`src/rtl/fir_mac_engine_pkg.sv`:
```
// rtl/fir_mac_engine_pkg.sv - shared types, default widths and saturation helper for the FIR MAC engine
//
// Purpose: FSM state encoding, default parameter values and the
//          scale/saturate helper used by the output stage.
// Ports:   none (package)

package fir_mac_engine_pkg;

  typedef enum logic [1:0] {
    IDLE,
    RUN,
    DRAIN,
    OUT
  } fir_state_t;

  localparam int NTAPS_DEF  = 10;
  localparam int IN_W_DEF   = 24;
  localparam int DATA_W_DEF = 16;
  localparam int COEF_W_DEF = 16;
  localparam int ACC_W_DEF  = 40;
  localparam int OUT_W_DEF  = 16;

  // Working width of the saturation helper; every accumulator is sign-extended to it.
  localparam int SAT_W = 64;

  typedef struct packed {
    logic                    sat;
    logic signed [SAT_W-1:0] val;
  } sat_result_t;

  // Clamp v into the signed out_w-bit range and flag whether clamping happened.
  function automatic sat_result_t sat_trunc(input logic signed [SAT_W-1:0] v,
                                            input int unsigned out_w);
    logic signed [SAT_W-1:0] max_v;
    logic signed [SAT_W-1:0] min_v;
    sat_result_t r;
    max_v = (64'sd1 <<< (out_w - 1)) - 64'sd1;
    min_v = -(64'sd1 <<< (out_w - 1));
    r.sat = 1'b0;
    r.val = v;
    if (v > max_v) begin
      r.sat = 1'b1;
      r.val = max_v;
    end else if (v < min_v) begin
      r.sat = 1'b1;
      r.val = min_v;
    end
    return r;
  endfunction

endpackage

```
`src/rtl/fir_mac_engine_if.sv`:
```
// rtl/fir_mac_engine_if.sv - sample, coefficient-ROM and result signals of the FIR MAC engine
//
// Purpose: bundles the sample input, the coefficient ROM port and the
//          filtered-result outputs.
// Signals: sample_valid/sample/gain_shift (in), coef_addr (out) / coef_data (in),
//          busy, sample_dropped, out_valid, out_data, out_sat (out).
// Modports: slave = the filter engine, master = the surrounding system.

interface fir_mac_engine_if #(
  parameter int NTAPS  = 10,
  parameter int IN_W   = 24,
  parameter int COEF_W = 16,
  parameter int OUT_W  = 16
);
  localparam int AW = $clog2(NTAPS);

  logic                     sample_valid;
  logic [IN_W-1:0]          sample;
  logic [4:0]               gain_shift;
  logic [AW-1:0]            coef_addr;
  logic signed [COEF_W-1:0] coef_data;
  logic                     busy;
  logic                     sample_dropped;
  logic                     out_valid;
  logic signed [OUT_W-1:0]  out_data;
  logic                     out_sat;

  modport slave (
    input  sample_valid, sample, gain_shift, coef_data,
    output coef_addr, busy, sample_dropped, out_valid, out_data, out_sat
  );

  modport master (
    output sample_valid, sample, gain_shift, coef_data,
    input  coef_addr, busy, sample_dropped, out_valid, out_data, out_sat
  );

endinterface

```
`src/rtl/fir_mac_engine_delay_line.sv`:
```
// rtl/fir_mac_engine_delay_line.sv - circular sample history with registered tap read
//
// Purpose: NTAPS x DATA_W circular buffer. New samples are written at wr_ptr;
//          the tap read returns history[(wr_ptr - rd_tap) mod NTAPS] one cycle later.
// Ports:   clk, reset      clock, sync active-high clear of history and pointer
//          wr_en, wr_data  write the newest sample at wr_ptr
//          advance         move wr_ptr to the next slot (mod NTAPS)
//          rd_tap          tap index k
//          rd_data         registered sample x[n-k]

module fir_mac_engine_delay_line #(
  parameter int NTAPS  = 10,
  parameter int DATA_W = 16
) (
  input  logic                       clk,
  input  logic                       reset,
  input  logic                       wr_en,
  input  logic signed [DATA_W-1:0]   wr_data,
  input  logic                       advance,
  input  logic [$clog2(NTAPS)-1:0]   rd_tap,
  output logic signed [DATA_W-1:0]   rd_data
);
  localparam int AW = $clog2(NTAPS);

  logic signed [DATA_W-1:0] hist [NTAPS];
  logic [AW-1:0]            wr_ptr;
  logic [AW-1:0]            rd_idx;

  // (wr_ptr - k) mod NTAPS: add NTAPS back when k reaches past slot 0. The sum is
  // evaluated modulo 2^AW, which is exact because the true result is < NTAPS.
  always_comb begin
    rd_idx = wr_ptr - rd_tap;
    if (rd_tap > wr_ptr) begin
      rd_idx = wr_ptr - rd_tap + AW'(NTAPS);
    end
  end

  always_ff @(posedge clk) begin
    if (reset) begin
      for (int i = 0; i < NTAPS; i++) begin
        hist[i] <= '0;
      end
      wr_ptr  <= '0;
      rd_data <= '0;
    end else begin
      if (wr_en) begin
        hist[wr_ptr] <= wr_data;
      end
      if (advance) begin
        wr_ptr <= (wr_ptr == AW'(NTAPS - 1)) ? '0 : wr_ptr + AW'(1);
      end
      rd_data <= hist[rd_idx];
    end
  end

endmodule

```
`src/rtl/fir_mac_engine.sv`:
```
// rtl/fir_mac_engine.sv - time-multiplexed single-multiplier FIR filter with gain shift and saturation
//
// Purpose: y[n] = sum h[k]*x[n-k], one tap per cycle through a single multiplier,
//          then arithmetic right shift by gain_shift and saturation to OUT_W.
// Ports:   clk    clock
//          reset  sync, active-high; aborts any computation and clears history
//          bus    fir_mac_engine_if.slave: sample in, coefficient ROM port, result out

module fir_mac_engine
  import fir_mac_engine_pkg::*;
#(
  parameter int NTAPS  = NTAPS_DEF,
  parameter int IN_W   = IN_W_DEF,
  parameter int DATA_W = DATA_W_DEF,
  parameter int COEF_W = COEF_W_DEF,
  parameter int ACC_W  = ACC_W_DEF,
  parameter int OUT_W  = OUT_W_DEF
) (
  input logic             clk,
  input logic             reset,
  fir_mac_engine_if.slave bus
);
  localparam int AW = $clog2(NTAPS);
  localparam int PW = DATA_W + COEF_W;

  if (NTAPS < 2) begin : g_bad_ntaps
    $error("fir_mac_engine: NTAPS must be at least 2");
  end
  if (ACC_W < DATA_W + COEF_W + $clog2(NTAPS)) begin : g_bad_acc_w
    $error("fir_mac_engine: ACC_W too narrow, accumulator could wrap");
  end
  if (ACC_W > SAT_W || OUT_W >= SAT_W || IN_W < DATA_W) begin : g_bad_widths
    $error("fir_mac_engine: unsupported width combination");
  end

  fir_state_t               state, state_nxt;
  logic [AW-1:0]            cnt, cnt_nxt;
  logic                     accept;
  logic                     ptr_advance;
  logic [4:0]               gain_q;
  logic signed [DATA_W-1:0] x_in;
  logic signed [DATA_W-1:0] x_reg;
  logic                     tap_v1;
  logic                     tap_v2;
  logic signed [PW-1:0]     prod_q;
  logic signed [ACC_W-1:0]  acc;
  logic signed [ACC_W-1:0]  acc_shift;
  sat_result_t              sat_res;
  logic signed [OUT_W-1:0]  out_live;
  logic signed [OUT_W-1:0]  out_hold;
  logic                     sat_hold;

  assign x_in        = bus.sample[IN_W-1 -: DATA_W];
  assign accept      = (state == IDLE) && bus.sample_valid;
  assign ptr_advance = (state == DRAIN) && (cnt == AW'(1));

  if (IN_W > DATA_W) begin : g_low_bits
    logic unused_low;
    assign unused_low = ^bus.sample[IN_W-DATA_W-1:0];
  end

  // cnt is the tap index k in RUN and the flush-cycle index in DRAIN.
  always_ff @(posedge clk) begin
    if (reset) begin
      state <= IDLE;
      cnt   <= '0;
    end else begin
      state <= state_nxt;
      cnt   <= cnt_nxt;
    end
  end

  always_comb begin
    state_nxt = state;
    cnt_nxt   = cnt;
    case (state)
      IDLE: begin
        if (bus.sample_valid) begin
          state_nxt = RUN;
          cnt_nxt   = '0;
        end
      end
      RUN: begin
        if (cnt == AW'(NTAPS - 1)) begin
          state_nxt = DRAIN;
          cnt_nxt   = '0;
        end else begin
          cnt_nxt = cnt + AW'(1);
        end
      end
      DRAIN: begin
        if (cnt == AW'(1)) begin
          state_nxt = OUT;
          cnt_nxt   = '0;
        end else begin
          cnt_nxt = cnt + AW'(1);
        end
      end
      OUT: begin
        state_nxt = IDLE;
      end
      default: begin
        state_nxt = IDLE;
        cnt_nxt   = '0;
      end
    endcase
  end

  // The ROM address and the history read are issued in the same cycle so that
  // coef_data and x_reg line up one cycle later.
  assign bus.coef_addr = (state == RUN) ? cnt : '0;

  fir_mac_engine_delay_line #(
    .NTAPS  (NTAPS),
    .DATA_W (DATA_W)
  ) u_delay_line (
    .clk     (clk),
    .reset   (reset),
    .wr_en   (accept),
    .wr_data (x_in),
    .advance (ptr_advance),
    .rd_tap  (cnt),
    .rd_data (x_reg)
  );

  // tap_v1: coef_data/x_reg hold a live tap; tap_v2: prod_q holds a live product.
  always_ff @(posedge clk) begin
    if (reset) begin
      gain_q   <= '0;
      tap_v1   <= 1'b0;
      tap_v2   <= 1'b0;
      prod_q   <= '0;
      acc      <= '0;
      out_hold <= '0;
      sat_hold <= 1'b0;
    end else begin
      tap_v1 <= (state == RUN);
      tap_v2 <= tap_v1;
      prod_q <= PW'(bus.coef_data) * PW'(x_reg);
      if (accept) begin
        gain_q <= bus.gain_shift;
        acc    <= '0;
      end else if (tap_v2) begin
        acc <= acc + ACC_W'(prod_q);
      end
      if (state == OUT) begin
        out_hold <= out_live;
        sat_hold <= sat_res.sat;
      end
    end
  end

  // The final accumulate lands on the edge entering OUT, so the result is
  // presented straight from acc during OUT and held in out_hold afterwards.
  assign acc_shift = acc >>> gain_q;
  assign sat_res   = sat_trunc(SAT_W'(acc_shift), OUT_W);
  assign out_live  = sat_res.val[OUT_W-1:0];

  logic unused_sat_hi;
  assign unused_sat_hi = ^sat_res.val[SAT_W-1:OUT_W];

  assign bus.busy           = (state != IDLE);
  assign bus.sample_dropped = bus.sample_valid && (state != IDLE);
  assign bus.out_valid      = (state == OUT);
  assign bus.out_data       = (state == OUT) ? out_live : out_hold;
  assign bus.out_sat        = (state == OUT) ? sat_res.sat : sat_hold;

endmodule

```
`src/flat_wrapper.sv`:
```
// flat-port wrapper written by rule: the top's interface ports become plain ports
module fir_mac_engine_flat import fir_mac_engine_pkg::*;
#(
  parameter int NTAPS  = NTAPS_DEF,
  parameter int IN_W   = IN_W_DEF,
  parameter int DATA_W = DATA_W_DEF,
  parameter int COEF_W = COEF_W_DEF,
  parameter int ACC_W  = ACC_W_DEF,
  parameter int OUT_W  = OUT_W_DEF
)
  (clk, reset, bus_sample_valid, bus_sample, bus_gain_shift, bus_coef_data, bus_coef_addr, bus_busy, bus_sample_dropped, bus_out_valid, bus_out_data, bus_out_sat);
  fir_mac_engine_if #(.NTAPS(NTAPS), .IN_W(IN_W), .COEF_W(COEF_W), .OUT_W(OUT_W)) bus_i ();
  input logic clk;
  input logic reset;
  input wire logic [$bits(bus_i.sample_valid)-1:0] bus_sample_valid;
  input wire logic [$bits(bus_i.sample)-1:0] bus_sample;
  input wire logic [$bits(bus_i.gain_shift)-1:0] bus_gain_shift;
  input wire logic [$bits(bus_i.coef_data)-1:0] bus_coef_data;
  output wire logic [$bits(bus_i.coef_addr)-1:0] bus_coef_addr;
  output wire logic [$bits(bus_i.busy)-1:0] bus_busy;
  output wire logic [$bits(bus_i.sample_dropped)-1:0] bus_sample_dropped;
  output wire logic [$bits(bus_i.out_valid)-1:0] bus_out_valid;
  output wire logic [$bits(bus_i.out_data)-1:0] bus_out_data;
  output wire logic [$bits(bus_i.out_sat)-1:0] bus_out_sat;
  assign bus_i.sample_valid = bus_sample_valid;
  assign bus_i.sample = bus_sample;
  assign bus_i.gain_shift = bus_gain_shift;
  assign bus_i.coef_data = bus_coef_data;
  assign bus_coef_addr = bus_i.coef_addr;
  assign bus_busy = bus_i.busy;
  assign bus_sample_dropped = bus_i.sample_dropped;
  assign bus_out_valid = bus_i.out_valid;
  assign bus_out_data = bus_i.out_data;
  assign bus_out_sat = bus_i.out_sat;
  fir_mac_engine #(.NTAPS(NTAPS), .IN_W(IN_W), .DATA_W(DATA_W), .COEF_W(COEF_W), .ACC_W(ACC_W), .OUT_W(OUT_W)) u_core (.clk(clk), .reset(reset), .bus(bus_i));
endmodule
```
`config.mk`:
```
export PLATFORM = sky130hd
export DESIGN_NAME = fir_mac_engine_flat
export DESIGN_NICKNAME = d
export VERILOG_FILES = /design/src/rtl/fir_mac_engine_pkg.sv /design/src/rtl/fir_mac_engine_if.sv /design/src/rtl/fir_mac_engine_delay_line.sv /design/src/rtl/fir_mac_engine.sv /design/src/flat_wrapper.sv
export SDC_FILE = /design/constraint.sdc
export NUM_CORES = 1
export LEC_CHECK = 0
export ABC_CLOCK_PERIOD_IN_PS = 12200
export CELL_PAD_IN_SITES_DETAIL_PLACEMENT = 1
export CELL_PAD_IN_SITES_GLOBAL_PLACEMENT = 2
export CORE_MARGIN = 1
export CORE_UTILIZATION = 46
export CTS_CLUSTER_SIZE = 20
export DETAILED_ROUTE_END_ITERATION = 10
export GPL_TIMING_DRIVEN = 0
export PLACE_DENSITY = 0.95
export REMOVE_ABC_BUFFERS = 1
export SYNTH_ARGS = -nofsm -noshare
export SYNTH_HDL_FRONTEND = slang
export SYNTH_SLANG_ARGS = --single-unit
```
`constraint.sdc`:
```
create_clock -name clk -period 12.2 [get_ports clk]
set_clock_uncertainty 0.15 [all_clocks]
set_input_delay 2.44 -clock clk [delete_from_list [all_inputs] [get_ports clk]]
set_output_delay 2.44 -clock clk [all_outputs]
set_load 0.01 [all_outputs]
```
==> flow_summary.ini, run 1 <==
[cts]
cts_made_buffers = 41
cts_root_buf = clkbuf_16
clk_pin_slew_worst_paths_ps = 60
htree_levels = 2
cts-resized-gates = 0
clock_path_buffers = 3
cts_setup_buffers = 0
hold_buffers = 0
insertion_delay_ps = 590
cts_tree = built
cts_sinks = 378

[floorplan]
start_util_pct = 46.6
fp.dieW_um = 252
rows = 91
die_area_sq_um = 63700
core_sq_um = 61800
die_h_um = 252
ios = 72

[cells_and_area]
layout-drive-gt1-share_pct = 8.38
fillers = 6561
diodes = 0
syn_to_final_growth_pct = 10.5
fin_cells = 3569
final_nets = 3143

[synthesis]
synth-seq-cells = 378
synth_area_per_cell_sq_um = 10.7
synth_edf_count = 256
synth_area_sq_um = 28800
synthArstFlopShare_pct = 0
yosysUniqueCellTypes = 68
ys.flop_type = edfxtp_1
synth.largest_area_cell = edfxtp_1
synth-seq-area-share_pct = 35.2
synthTopCellsByCount = inv_1 (326), nor2_1 (299), fa_1 (264), edfxtp_1 (256), nand2_1 (228)
syn_inst = 2698
synth.yosys.warnings = 0
synth.top_cell.area_share_pct = 26.7
synthTopCellsByArea = edfxtp_1 (27%), fa_1 (18%), dfxtp_1 (8.5%)
synth_most_common_cell = inv_1

[routing]
totalWireLength_um = 79100
via_per_inst = 5.73
drc = 0
dr.pass1.iters = 5
ant_nets = 0
wl_per_cell_um = 22.2
drt_iter0_drc = 1050
vias = 20400

[critical_path]
cp_max_fo = 16
required_ps = 12500
max_stage_delay_ps = 800
slowest_stage = clkdlybuf4s50_1
crit_top_cell = fa_1
cp_top_family = adder cells
critPathKind = primary input to flop
crit_arrival_ps = 9550
start_kind = primary input
crit_chain = clkdlybuf4s50_1, and2_1, fa_1, inv_1, fa_1, inv_1, fa_1, fa_1, fa_1, inv_1, fa_1, inv_1, ha_1, a21o_1, a21o_1, a21oi_1, o2111ai_1, and2_1, a221o_1, a211o_1, a21oi_1, xor2_1, nor2_1
worst-path-buf-inv = 5
cp-end-kind = flop

[grt]
grt_pass1_vias = 23200
grt_use_total_pct = 25.6
grt_overflow_total = 0
antenna_found_initial = 2
grt_first_pass_wirelength_um = 127000
grt_max_degree = 71

[placement]
dp_hpwl_um = 58900
dp_cells = 3493
portBuffers = 63
gp_congestion = 0.828

[timing]
worst_pin_slew_ps = 1440
fin_crit_ps = 9250
drv_slew = 0
tns_ps = 0
hold_violations = 0
rsz0062_at_grt = false
slew_headroom_pct = 3.53
fin_crit_sh_pct = 75.8
max_clock_freq_mhz = 108
setup_viol = 0

[flow_run]
maxCapViolations = 0

[min_path]
worstHoldPathType = flop to flop

[outcome]
status = completed
-- flip-flops by register name, summed over array words and instances (netlist names), 2 cells and up --
signal,flops
u_core.u_delay_line.hist,256
u_core.acc,40
u_core.prod_q,32
u_core.out_hold,16
u_core.u_delay_line.rd_data,16
u_core.gain_q,5
u_core.cnt,4
u_core.u_delay_line.wr_ptr,4
u_core.state,2
-- cells by family after synthesis --
group / synth area share, %
xor gates and xnor gates: 2.13
muxes: 10.6
AOI/OAI and AO/OA: 8.51
adders and majority gates: 24.1
and+or+nand+nor: 13.5
DFF: 35.2
buffers and inverters: 6.03
-- cells in the final DEF (no fill, tap or decap), types with 37 or more instances in the layout --
master           instances
o21ai_0                 66
nor2_1                 292
clkdlybuf4s50_1         62
dfxtp_1                117
nand2_1                228
xnor2_1                 47
mux2i_1                 85
and2_1                 149
inv_1                  326
mux4_2                  87
edfxtp_1               256
ha_1                   131
fa_1                   264
a21o_1                  37
clkbuf_16               41
a21oi_1                 93
a211oi_1                57
nor2b_1                 51
-- worst reg2reg max path, cell delays in order, from the launching register on --
cell and delay [ps]:
dfxtp_1 900, nand2_1 250, inv_1 180, fa_1 420, inv_1 80, fa_1 430, fa_1 520, inv_1 50
fa_1 520, fa_1 590, inv_1 60, fa_1 540, inv_1 40, ha_1 360, a21o_1 200, a21oi_1 200
o2111ai_1 190, and2_1 250, a221o_1 380, a211o_1 280, a21oi_1 190, xor2_1 200, nor2_1 70
-- layout make-up --
class                   count  area (sq um)  share of cell area (%)
clock buffers              59          1180                    3.72
well taps                 837          1050                    3.29
inverters                 328          1230                    3.87
repair buffers             83           970                    3.04
clock inverters            17           262                   0.821
flip-flops and latches    378         10100                    31.8
multi-input cells        1867         17000                    53.4
-- path summary, 6_finish.rpt --
kind                       end                      startpoint  cells after the start  slack [ps]
max          u_core.prod_q[30]                bus_coef_data[5]                     23        2950
min              u_core.tap_v2                   u_core.tap_v1                      1         290
max reg2reg  u_core.prod_q[30]  u_core.u_delay_line.rd_data[1]                     22        5020
min reg2reg      u_core.tap_v2                   u_core.tap_v1                      1         290
-- layer usage --
layer / vias to the layer above / wire length, um / GRT usage [%]
li1: 9142 / - / -
met1: 10700 / 30300 / 29.1
met2: 436 / 43400 / 48.8
met3: 173 / 2780 / 3.29
met4: 0 / 2630 / 9.13
met5: - / 0 / 0
-- per-stage QoR --
step	hold slack (ps)	util (%)	setup WS, ps	cell area (sq um)
floorplan	264	-	3950	28300
global placement	277	48.5	1930	30000
detailed placement	287	49.2	2300	30400
CTS	295	51.5	2910	31800
global route	306	51.5	2590	31800
finish	293	51.5	2950	31800
Power of run 1 is not shown: default switching activity piles up to over one toggle a cycle in this logic, so the estimate is an artifact.
==> run 2: changes to the inputs <==
--- a/config.mk
+++ b/config.mk
@@ -5,15 +5,15 @@
 export SDC_FILE = /design/constraint.sdc
 export NUM_CORES = 1
 export LEC_CHECK = 0
-export ABC_CLOCK_PERIOD_IN_PS = 12200
+export ABC_CLOCK_PERIOD_IN_PS = 8600
 export CELL_PAD_IN_SITES_DETAIL_PLACEMENT = 1
 export CELL_PAD_IN_SITES_GLOBAL_PLACEMENT = 2
 export CORE_MARGIN = 1
-export CORE_UTILIZATION = 46
+export CORE_UTILIZATION = 43
 export CTS_CLUSTER_SIZE = 20
 export DETAILED_ROUTE_END_ITERATION = 10
 export GPL_TIMING_DRIVEN = 0
-export PLACE_DENSITY = 0.95
+export PLACE_DENSITY = 0.91
 export REMOVE_ABC_BUFFERS = 1
 export SYNTH_ARGS = -nofsm -noshare
 export SYNTH_HDL_FRONTEND = slang
==> constraint.sdc (replaced) <==
create_clock -name clk -period 8.6 [get_ports clk]
set_clock_uncertainty 0.15 [all_clocks]
set_input_delay 1.72 -clock clk [delete_from_list [all_inputs] [get_ports clk]]
set_output_delay 1.72 -clock clk [all_outputs]
set_load 0.01 [all_outputs]
==> flow_summary.ini, run 2 (synthesis gave the netlist of run 1 again) <==
[outcome]
status = completed

[cells_and_area]
final_cell_mix = inv_1 (326), nor2_1 (292), fa_1 (264), edfxtp_1 (256), nand2_1 (228)
final_nets = 3143
largest_reg_flops = 256
syn_to_final_growth_pct = 10.4
regMostFlops = u_core.u_delay_line.hist
diodes = 0
fin_util_pct = 48.2
fillers = 7126
top_regs = u_core.u_delay_line.hist (256), u_core.acc (40), u_core.prod_q (32)
final_common_cell = inv_1
layout-drive-gt1-share_pct = 8.09
fin_cells = 3597

[cts]
clk_pin_slew_worst_paths_ps = 60
clock_path_buffers = 3
cts_tree = built
htree_levels = 2
cts_made_buffers = 42
insertion_delay_ps = 600
cts_sinks = 378
cts_setup_buffers = 0
cts_root_buf = clkbuf_16

[placement]
portBuffers = 63
dp_cells = 3519
gp_congestion = 0.832
dp_hpwl_um = 57300

[routing]
ant_nets = 0
totalWireLength_um = 76400
dr.pass1.iters = 5
vias = 20100
drc = 0
via_per_inst = 5.58
drt_iter0_drc = 1003
wl_per_cell_um = 21.2

[floorplan]
fp.dieW_um = 261
rows = 94
die_area_sq_um = 68100
start_util_pct = 43.7
die_h_um = 261
core_sq_um = 66000
ios = 72

[timing]
setup_viol = 0
fin_crit_sh_pct = 96.4
worst_pin_slew_ps = 1340
rsz0062_at_grt = false
hold_violations = 0
tns_ps = 0
slew_headroom_pct = 10.2
drv_slew = 0
max_clock_freq_mhz = 121
fin_crit_ps = 8290

[flow_run]
maxCapViolations = 0

[critical_path]
start_kind = primary input
required_ps = 8900
critPathKind = primary input to flop
crit_arrival_ps = 8590
cp-end-kind = flop
cp_max_fo = 16

[grt]
antenna_found_initial = 0
grt_pass1_vias = 22300
grt_max_degree = 76
grt_overflow_total = 0
grt_first_pass_wirelength_um = 123000
grt_use_total_pct = 23.1

[min_path]
worstHoldPathType = flop to flop
## run 2: area by class of cell
type	count	area, sq um	area share, %
tap	864	1080	3.40
clock buffer	55	1110	3.49
multi-input combinational	1867	17000	53.5
clock inverter	23	256	0.806
inverter	328	1230	3.87
timing repair buffer	82	976	3.07
sequential	378	10100	31.9
## run 2: what timing repair did
action | CTS | global route
resized for setup | 0 | 10
endpoints found under the setup margin | 0 | 3
hold buffers | 0 | 0
## run 2: path summary, 6_finish.rpt
path	from	endpoint	slack (ps)	cells past startpoint
setup / recovery	bus_coef_data[12]	u_core.prod_q[30]	310	22
hold / removal	u_core.tap_v1	u_core.tap_v2	290	1
setup reg to reg	u_core.u_delay_line.rd_data[7]	u_core.prod_q[30]	1410	23
hold reg to reg	u_core.tap_v1	u_core.tap_v2	290	1
## run 2: critical path, stage by stage
cell and delay (ps):
clkdlybuf4s50_1 970, nand2_1 180, fa_1 600, fa_1 430, fa_1 520, inv_1 50, fa_1 490, fa_1 550
inv_1 60, fa_1 540, inv_1 40, ha_1 360, a21o_1 190, a21o_1 180, a21oi_1 200, o2111ai_1 200
and2_1 250, a221o_1 370, a211o_1 270, a21oi_1 180, xor2_1 170, nor2_1 50
## run 2: metrics by stage
step	setup slack, ps	area (sq um)	hold WS [ps]
after detailed placement	-460	30400	287
after CTS	111	31800	295
after global placement	-932	30000	277
after floorplan	1070	28300	264
final	310	31800	292
after global routing	3.75	31800	320
## run 2: layer usage
layer | GRT usage [%] | vias to the layer above | wire length (um)
li1 | - | 9149 | -
met1 | 27.8 | 10400 | 30600
met2 | 43.5 | 373 | 41500
met3 | 2.27 | 119 | 2360
met4 | 6.48 | 0 | 1840
met5 | 0 | - | 0
Power of run 2 is left out for the same reason.
==> run 3: changes to the inputs <==
--- a/config.mk
+++ b/config.mk
@@ -15,6 +15,7 @@
 export GPL_TIMING_DRIVEN = 0
 export PLACE_DENSITY = 0.91
 export REMOVE_ABC_BUFFERS = 1
+export SLEW_MARGIN = 20
 export SYNTH_ARGS = -nofsm -noshare
 export SYNTH_HDL_FRONTEND = slang
 export SYNTH_SLANG_ARGS = --single-unit
==> flow_summary.ini, run 3 (synthesis gave the netlist of run 1 again) <==
[cts]
cts_made_buffers = 42
cts_sinks = 378
cts_root_buf = clkbuf_16
htree_levels = 2
clk_pin_slew_worst_paths_ps = 60
cts_tree = built
insertion_delay_ps = 580
clock_path_buffers = 3

[critical_path]
cp_top_family = adder cells
required_ps = 8910
crit_arrival_ps = 8660
slowest_stage = clkdlybuf4s50_1
max_stage_delay_ps = 830
cp-end-kind = flop
critPathKind = primary input to flop
cp_max_fo = 16
crit_chain = clkdlybuf4s50_1, and2_1, fa_1, inv_1, fa_1, fa_1, inv_1, fa_1, fa_1, inv_1, fa_1, inv_1, ha_1, a21o_1, a21o_1, a21oi_1, o2111ai_1, and2_1, a221o_1, a211o_1, a21oi_1, xor2_1, nor2_1
crit_top_cell = fa_1
start_kind = primary input
worst-path-buf-inv = 5

[timing]
hold_violations = 0
setup_viol = 0
drv_slew = 0
fin_crit_sh_pct = 97.0
fin_crit_ps = 8350
slew_headroom_pct = 29.4
worst_pin_slew_ps = 1060
rsz0062_at_grt = false
max_clock_freq_mhz = 120
fin_ws_ps = 254

[grt]
grt_pass1_vias = 22200
grt_use_total_pct = 22.7
grt_max_degree = 68
grt_first_pass_wirelength_um = 122000
antenna_found_initial = 3
grt_overflow_total = 0

[floorplan]
die_h_um = 261
fp.dieW_um = 261
die_area_sq_um = 68100
ios = 72
core_sq_um = 66000
rows = 94
start_util_pct = 43.7

[cells_and_area]
final_cell_mix = inv_1 (326), nor2_1 (292), fa_1 (264), edfxtp_1 (256), nand2_1 (228)
fillers = 7091
regMostFlops = u_core.u_delay_line.hist
top_regs = u_core.u_delay_line.hist (256), u_core.acc (40), u_core.prod_q (32)
final_nets = 3148
final_common_cell = inv_1
layout-drive-gt1-share_pct = 8.19
diodes = 0
syn_to_final_growth_pct = 10.3
largest_reg_flops = 256

[routing]
drc = 0
vias = 20000
wl_per_cell_um = 20.8
totalWireLength_um = 74900
dr.pass1.iters = 5
via_per_inst = 5.56
drt_iter0_drc = 1087
ant_nets = 0

[placement]
portBuffers = 63
dp_hpwl_um = 57200
dp_slack_ps = -455
gp_congestion = 0.832

[flow_run]
maxCapViolations = 0

[min_path]
worstHoldPathType = flop to flop

[outcome]
status = completed
[run 3: cell count changes in the layout (fill, tap and decap cells not counted), moves of 2 or more]
cell / before / now
dlymetal6s2s_1: 10 / 6
clkdlybuf4s50_1: 52 / 56
buf_6: 2 / 8
inv_6: 2 / 0
clkinv_1: 8 / 6
bufinv_16: 3 / 0
clkbuf_1: 12 / 15
buf_12: 4 / 6
buf_8: 11 / 7
[run 3: final timing paths]
path                            slack, ps                end                            from  depth (start not counted)
worst max-delay path                  250  u_core.prod_q[30]               bus_coef_data[11]                         23
worst min-delay path                  300      u_core.tap_v2                   u_core.tap_v1                          1
worst max register to register       1370  u_core.prod_q[30]  u_core.u_delay_line.rd_data[7]                         23
worst min register to register        300      u_core.tap_v2                   u_core.tap_v1                          1
[run 3: per-layer routing]
metal / wire (um) / GRT usage, % / part of all wire [%]
met1: 30200 / 27.4 / 40
met2: 40900 / 42.6 / 55
met3: 2220 / 2.28 / 3.0
met4: 1590 / 6.11 / 2.1
met5: 0 / 0 / 0
[run 3: what timing repair did]
item | 4_1_cts | 5_1_grt
gates resized for setup | 0 | 6
setup endpoints to repair | 0 | 3
buffers inserted | 0 | 0
hold buffers | 0 | 0
[run 3: layout make-up]
type	instances	area (sq um)	area share (%)
clock buffer	60	1160	3.65
sequential	378	10100	31.9
clock inverter	14	106	0.335
multi-input combinational	1867	17000	53.6
inverter	328	1230	3.87
tap	864	1080	3.40
timing repair buffer	87	1040	3.28
[run 3: metrics by stage]
step	std cells	utilization [%]	area [sq um]	hold WS (ps)	setup TNS, ps
after floorplan	2573	-	28300	264	0
after global placement	3500	45.5	30000	277	-53150
after detailed placement	3524	46.2	30500	288	-1320
after CTS	3598	48.1	31800	297	0
after global routing	3598	48.2	31800	305	0
final	3598	48.2	31800	295	0
[run 3: worst register-to-register path: cells and delay by family (launching register included)]
family | cells | cell delay (ps)
AO/OA/AOI/OAI | 7 | 1610
XOR/XNOR | 1 | 170
adder cells (fa/ha/maj) | 7 | 3410
buffers and inverters | 5 | 270
flip-flops | 1 | 1010
AND/OR/NAND/NOR | 3 | 510
Power of run 3 is left out for the same reason.
